`src/rtl/coincidence_trigger.sv`:
```
// Registered N-channel coincidence trigger: edge detect, window stretch, AND/majority modes,
// fixed-width output pulse, deadtime and a saturating trigger count. Optional veto input: COINC_VETO_EN.
module coincidence_trigger #(
    parameter int N_CH   = 6,
    parameter int WIN_W  = 4,
    parameter int OUT_W  = 4,
    parameter int DEAD_W = 8,
    parameter int CNT_W  = 16
) (
    input  logic                      clk,
    input  logic                      rst,
    input  logic [N_CH-1:0]           in,
    input  logic [N_CH-1:0]           ch_mask,
    input  logic                      mode,
    input  logic [$clog2(N_CH+1)-1:0] threshold,
    input  logic [WIN_W-1:0]          win_len,
    input  logic [OUT_W-1:0]          out_len,
    input  logic [DEAD_W-1:0]         dead_len,
`ifdef COINC_VETO_EN
    input  logic                      veto,
`endif
    output logic                      trig_out,
    output logic                      busy,
    output logic [CNT_W-1:0]          trig_count
);

    localparam int TH_W = $clog2(N_CH + 1);

    typedef enum logic [1:0] {
        IDLE = 2'd0,
        FIRE = 2'd1,
        DEAD = 2'd2
    } state_t;

    state_t            state;
    state_t            state_nxt;
    logic [N_CH-1:0]   in_q;
    logic [N_CH-1:0]   in_qq;
    logic [N_CH-1:0]   edge_det;
    logic [N_CH-1:0]   stretch;
    logic [N_CH-1:0]   act;
    logic [WIN_W-1:0]  cnt [N_CH];
    logic [OUT_W-1:0]  out_cnt;
    logic [OUT_W-1:0]  out_cnt_nxt;
    logic [DEAD_W-1:0] dead_cnt;
    logic [DEAD_W-1:0] dead_cnt_nxt;
    logic [TH_W-1:0]   pop;
    logic [TH_W-1:0]   thr_eff;
    logic              and_ok;
    logic              cond;
    logic              fire;
    logic              hold_win;
    logic              veto_act;

`ifdef COINC_VETO_EN
    assign veto_act = veto;
`else
    assign veto_act = 1'b0;
`endif

    // Both stages load the live input during reset so a level held through reset is not an edge.
    always_ff @(posedge clk) begin
        if (rst) begin
            in_q  <= in;
            in_qq <= in;
        end else begin
            in_q  <= in;
            in_qq <= in_q;
        end
    end

    assign edge_det = in_q & ~in_qq;

    // Windows are discarded on the firing edge and while busy, so one window never triggers twice.
    assign hold_win = (state != IDLE) || fire || veto_act;

    always_ff @(posedge clk) begin
        for (int i = 0; i < N_CH; i++) begin
            if (rst || hold_win) begin
                cnt[i] <= '0;
            end else if (edge_det[i]) begin
                cnt[i] <= win_len;
            end else if (cnt[i] != '0) begin
                cnt[i] <= cnt[i] - WIN_W'(1);
            end
        end
    end

    always_comb begin
        stretch = '0;
        for (int i = 0; i < N_CH; i++) begin
            stretch[i] = edge_det[i] | (cnt[i] != '0);
        end
    end

    assign act = stretch & ch_mask;

    always_comb begin
        pop = '0;
        for (int i = 0; i < N_CH; i++) begin
            pop = pop + TH_W'(act[i]);
        end
    end

    assign thr_eff = (threshold == '0) ? TH_W'(1) : threshold;
    assign and_ok  = (&(stretch | ~ch_mask)) && (|ch_mask);
    assign cond    = mode ? (pop >= thr_eff) : and_ok;
    assign fire    = (state == IDLE) && cond && !veto_act;

    always_comb begin
        state_nxt    = state;
        out_cnt_nxt  = out_cnt;
        dead_cnt_nxt = dead_cnt;
        case (state)
            IDLE: begin
                if (fire) begin
                    state_nxt   = FIRE;
                    out_cnt_nxt = out_len;
                end
            end
            FIRE: begin
                if (out_cnt == '0) begin
                    if (dead_len != '0) begin
                        state_nxt    = DEAD;
                        dead_cnt_nxt = dead_len;
                    end else begin
                        state_nxt = IDLE;
                    end
                end else begin
                    out_cnt_nxt = out_cnt - OUT_W'(1);
                end
            end
            DEAD: begin
                if (dead_cnt <= DEAD_W'(1)) begin
                    state_nxt    = IDLE;
                    dead_cnt_nxt = '0;
                end else begin
                    dead_cnt_nxt = dead_cnt - DEAD_W'(1);
                end
            end
            default: begin
                state_nxt = IDLE;
            end
        endcase
    end

    always_ff @(posedge clk) begin
        if (rst) begin
            state      <= IDLE;
            out_cnt    <= '0;
            dead_cnt   <= '0;
            trig_out   <= 1'b0;
            busy       <= 1'b0;
            trig_count <= '0;
        end else begin
            state    <= state_nxt;
            out_cnt  <= out_cnt_nxt;
            dead_cnt <= dead_cnt_nxt;
            trig_out <= (state_nxt == FIRE);
            busy     <= (state_nxt != IDLE);
            if (fire && (trig_count != '1)) begin
                trig_count <= trig_count + CNT_W'(1);
            end
        end
    end

endmodule

```
`config.mk`:
```
export PLATFORM = sky130hd
export DESIGN_NAME = coincidence_trigger
export DESIGN_NICKNAME = d
export VERILOG_FILES = /design/src/rtl/coincidence_trigger.sv
export SDC_FILE = /design/constraint.sdc
export NUM_CORES = 1
export LEC_CHECK = 0
export CAP_MARGIN = 20
export CORE_AREA = 2 2 132 134
export CTS_CLUSTER_DIAMETER = 60
export DETAILED_ROUTE_END_ITERATION = 10
export DIE_AREA = 0 0 134 136
export PLACE_DENSITY_LB_ADDON = 0.2
export SETUP_SLACK_MARGIN = 0.1
export SYNTH_ARGS = -nofsm -noshare
export SYNTH_HDL_FRONTEND = slang
export SYNTH_SLANG_ARGS = --single-unit
export TNS_END_PERCENT = 100
```
`constraint.sdc`:
```
create_clock -name clk -period 5.95 [get_ports clk]
set_clock_uncertainty 0.05 [all_clocks]
set_input_delay 1.19 -clock clk [delete_from_list [all_inputs] [get_ports clk]]
set_output_delay 1.19 -clock clk [all_outputs]
set_load 0.05 [all_outputs]
```
==> run summary <==
The flow ran to the end, and the final reports show no timing, DRC or antenna violations. The post-route clock period utilization is 86.4%. The post-route netlist has 8.84% of its cells at a drive strength greater than 1.

The fraction of power consumed by combinational cells came out at 48.2%. The total number of H-tree levels is 3. In the final timing run, aggregate negative setup slack is 0 ns. Measured along the y axis, the die boundary spans 136 um. The number of buffers and inverters on the critical path is 3. The data arrival time of the critical path came out at 5.36 ns. The number of antenna violations at the first check in global routing is 0.

At the worst endpoint, the required time is 6.16 ns. By instance count, the cell type seen most on the critical path is sky130_fd_sc_hd__fa_1. The first global-routing pass estimated 17200 um of wire. The core outline area came out at 16900 um2. The largest fanout of any net on the critical path is 33. The tightest slew margin relative to the limit is 49.7%. TritonCTS built the clock tree.

The placement row count is 48. The path with the worst hold slack has its endpoint at dead_cnt[6]$_SDFFE_PP0P_. The routability congestion estimate from global placement is 0.765. CTS placed an instance of sky130_fd_sc_hd__clkbuf_16 at the clock tree root. The initial utilization of the core area, before any placement, comes to 24.5%. The endpoint of the most critical register-to-register path is trig_count[8]$_SDFFE_PP0P_. The number of storage elements in the synthesis netlist came out at 68. The category of the most critical setup path is in -> reg. The clock period could shrink to 5.14 ns. After clock tree synthesis, the clock-pin slew on the worst setup and hold paths is 0.05 ns. The number of synthesis warnings came out at 0.

The number of diodes is 0. The commonest non-fill, non-tap cell in the layout is sky130_fd_sc_hd__clkdlybuf4s50_1. The wire length per cell after detailed routing is 14.0 um. After detailed routing, the total wire length is 10300 um. Summing the sequential cell areas from Yosys gives 38.7% of the chip area. The power consumption is 2270 uW.

The remaining routing DRC violations is 0. The cell-internal power is 1340 uW. The detailed router placed 3444 vias in this run.

The max-capacitance violation count came out at 0. The area growth from synthesis to final layout is 23.6%. For this design the ratio of total power to cell area is 444 nW/um2. The number of synthesized flops with an enable pin came out at 24. The slew at the pin closest to its max-slew limit came out at 0.752 ns.

Across every metal layer, demand over resource in global routing totals 12.0%. After technology mapping, the gate count stands at 457. The reg2reg setup slack came out at 1.02 ns. The total count of hold-check failures in the final report is 0. The remaining antenna violation count is 0. The sequential cell area is 1600 um2. The average instance area after synthesis is 9.05 um2.

The half-perimeter wire length after detailed placement is 7210 um. The part of the power in the clock network came out at 21.3%. Dividing the detail-routed via count by the number of cells gives 4.69. The number of inserted filler cells in the final layout is 1765. Timing would allow up to 194 MHz.

The count of different cell masters after synthesis came out at 56. Synthesis produced a netlist with a net count of 518. Setup repair after global routing left no endpoint under its margin. IR analysis of the VDD net gives a maximum drop of 239 uV. The number of iterations in the first detailed-routing pass came out at 4. The switching share of power is 41.0%. The number of cells traversed by the worst hold path is 2. Summed over all nets, the switching power comes to 929 uW. The die footprint is 18200 um2. Setup violations remaining at the end of the flow were counted as 0. The sequential fraction of design power is 30.5%. The die extent in x is 134 um. The via count of the first global-routing pass came out at 3314. The min-delay analysis places its worst path in the category reg -> reg. Counting flops with an async set or reset pin after synthesis yields a share of 0%.

The multi-input logic area is 2300 um2. In this run the static leakage power is 0.00185 uW. The post-CTS setup buffer count is 0. Traced cell by cell, the critical path runs through clkdlybuf4s50_1, a21boi_0, fa_1, inv_1, fa_1, inv_1, ha_1, fa_1, ha_1, o21ai_0, a21oi_1, a21oi_4, or4_1, a21oi_1. In this run the critical register-to-register path is launched from cnt[0][0]$_DFFE_PP_. The kind of cell with the highest combined delay along the critical path is adder cells. The maximum clock insertion buffer count came out at 2.

The final count of pins violating max slew came out at 0. After clock tree synthesis, the repair step resized 0 gates. The critical path startpoint category is an input port. The worst setup path is captured at a flip-flop.

The largest single stage delay on the critical path is 0.56 ns. On the final layout, the worst hold slack is 0.446 ns. The layout net count is 565. In the layout the commonest cells are sky130_fd_sc_hd__clkdlybuf4s50_1, sky130_fd_sc_hd__a21oi_1, sky130_fd_sc_hd__dfxtp_1. During placement, the flow inserted port buffers numbering 51.

The worst-skew pair later-pin latency is 0.34 ns. The mapped netlist covers 4140 um2. The number of I/O pins came out at 52.

The final design utilization is 30.3%. The slowest stage of the critical path is the sky130_fd_sc_hd__fa_1 cell. Counting cells, the worst reg-to-reg path comes to 16. The largest net degree at the start of global routing is 46. The starting DRC count in detailed routing came out at 143. In this run the most critical hold path is launched from dead_cnt[6]$_SDFFE_PP0P_. In this run, post-CTS hold repair placed 0 buffers. Summed over all layers, the global routing overflow is 0.

The number of buffers inserted during clock tree synthesis came out at 9. For this run, the leading register cell type out of synthesis is sky130_fd_sc_hd__dfxtp_1. Counting every sink on the clock net gives 68.
## cells by family (layout without fill, tap and decap cells)
family / after synthesis / count (layout) / synth area share, %
XOR/XNOR: 6 / 6 / 1.27
flip-flops: 68 / 68 / 38.7
AND/OR/NAND/NOR: 182 / 182 / 25.0
multiplexers: 9 / 9 / 2.42
AO/OA/AOI/OAI: 111 / 111 / 18.2
buffers and inverters: 54 / 106 / 5.69
adder cells (fa/ha/maj): 27 / 27 / 8.71
## flip-flops by register name, indices dropped and copies added, names as in the netlist
| register | flops |
|---|---|
| out_cnt | 4 |
| in_q | 6 |
| in_qq | 6 |
| dead_cnt | 8 |
| busy | 1 |
| cnt | 24 |
| state | 2 |
| trig_count | 16 |
| trig_out | 1 |
## power by group through the flow
stage	Combinational, uW	Sequential (uW)	Clock [uW]
finish	1090	693	483
global route	1250	707	524
CTS	1110	693	502
detailed placement	1100	702	0
global placement	1090	700	0
floorplan	871	707	0
## per-layer routing
layer	global-route usage [%]	wire length (um)
met2	17.9	4440
met3	3.32	451
met4	4.61	159
met1	16.4	5200
met5	0	0
## worst register-to-register path: stages (launching register included)
cell                       delay (ns)
sky130_fd_sc_hd__edfxtp_1        0.40
sky130_fd_sc_hd__inv_1           0.10
sky130_fd_sc_hd__ha_1            0.16
sky130_fd_sc_hd__nor3b_2         0.38
sky130_fd_sc_hd__a21boi_0        0.21
sky130_fd_sc_hd__fa_1            0.56
sky130_fd_sc_hd__inv_1           0.06
sky130_fd_sc_hd__fa_1            0.53
sky130_fd_sc_hd__inv_1           0.04
sky130_fd_sc_hd__ha_1            0.19
sky130_fd_sc_hd__fa_1            0.43
sky130_fd_sc_hd__ha_1            0.29
sky130_fd_sc_hd__o21ai_0         0.08
sky130_fd_sc_hd__a21oi_1         0.42
sky130_fd_sc_hd__a21oi_4         0.24
sky130_fd_sc_hd__or4_1           0.56
sky130_fd_sc_hd__a21oi_1         0.16
## worst max path at each step
stage                     startpoint                    endpoint  slack [ns]  cells past startpoint
after global routing      ch_mask[0]  trig_count[9]$_SDFFE_PP0P_        0.47                     14
final                     ch_mask[0]  trig_count[8]$_SDFFE_PP0P_        0.81                     14
after CTS                 ch_mask[0]  trig_count[9]$_SDFFE_PP0P_        0.78                     14
after floorplan           ch_mask[0]         cnt[0][0]$_DFFE_PP_        1.18                     13
after detailed placement  ch_mask[0]         cnt[0][1]$_DFFE_PP_        0.44                     15
after global placement    ch_mask[0]     cnt[4][2]$_SDFFCE_PN0P_        0.46                     15
## cell usage after synthesis (all sizes together), types with 8 or more instances
| cell type | instances | area, um2 |
|---|---|---|
| nand3 | 22 | 110 |
| or4 | 12 | 93.8 |
| buf | 9 | 66.3 |
| nor3 | 31 | 155 |
| nand2 | 18 | 67.6 |
| dfxtp | 44 | 881 |
| nor2b | 13 | 81.3 |
| a211oi | 8 | 82.6 |
| or3 | 8 | 50.1 |
| a21oi | 49 | 257 |
| o31ai | 13 | 97.6 |
| ha | 24 | 300 |
| clkbuf | 10 | 37.5 |
| nor2 | 43 | 161 |
| o21ai | 14 | 70.1 |
| nand2b | 9 | 63.8 |
| inv | 35 | 131 |
| nor3b | 9 | 116 |
| mux2 | 8 | 90.1 |
| edfxtp | 24 | 721 |
## final cells by class
type | count | area share, %
Clock buffer | 13 | 4.89
Timing Repair Buffer | 55 | 10.5
Multi-Input combinational cell | 335 | 45.0
Tap cell | 225 | 5.51
Sequential cell | 68 | 31.3
Inverter | 35 | 2.57
Clock inverter | 3 | 0.245
## through the flow
step / setup WS [ns] / cells / area, um2
2_1_floorplan: 1.18 / 457 / 4140
3_3_place_gp: 0.460 / 718 / 4850
3_5_place_dp: 0.440 / 718 / 4850
4_1_cts: 0.783 / 734 / 5110
5_1_grt: 0.471 / 734 / 5110
6_report: 0.807 / 734 / 5110
Note: power is estimated with default switching activity, not from simulation.
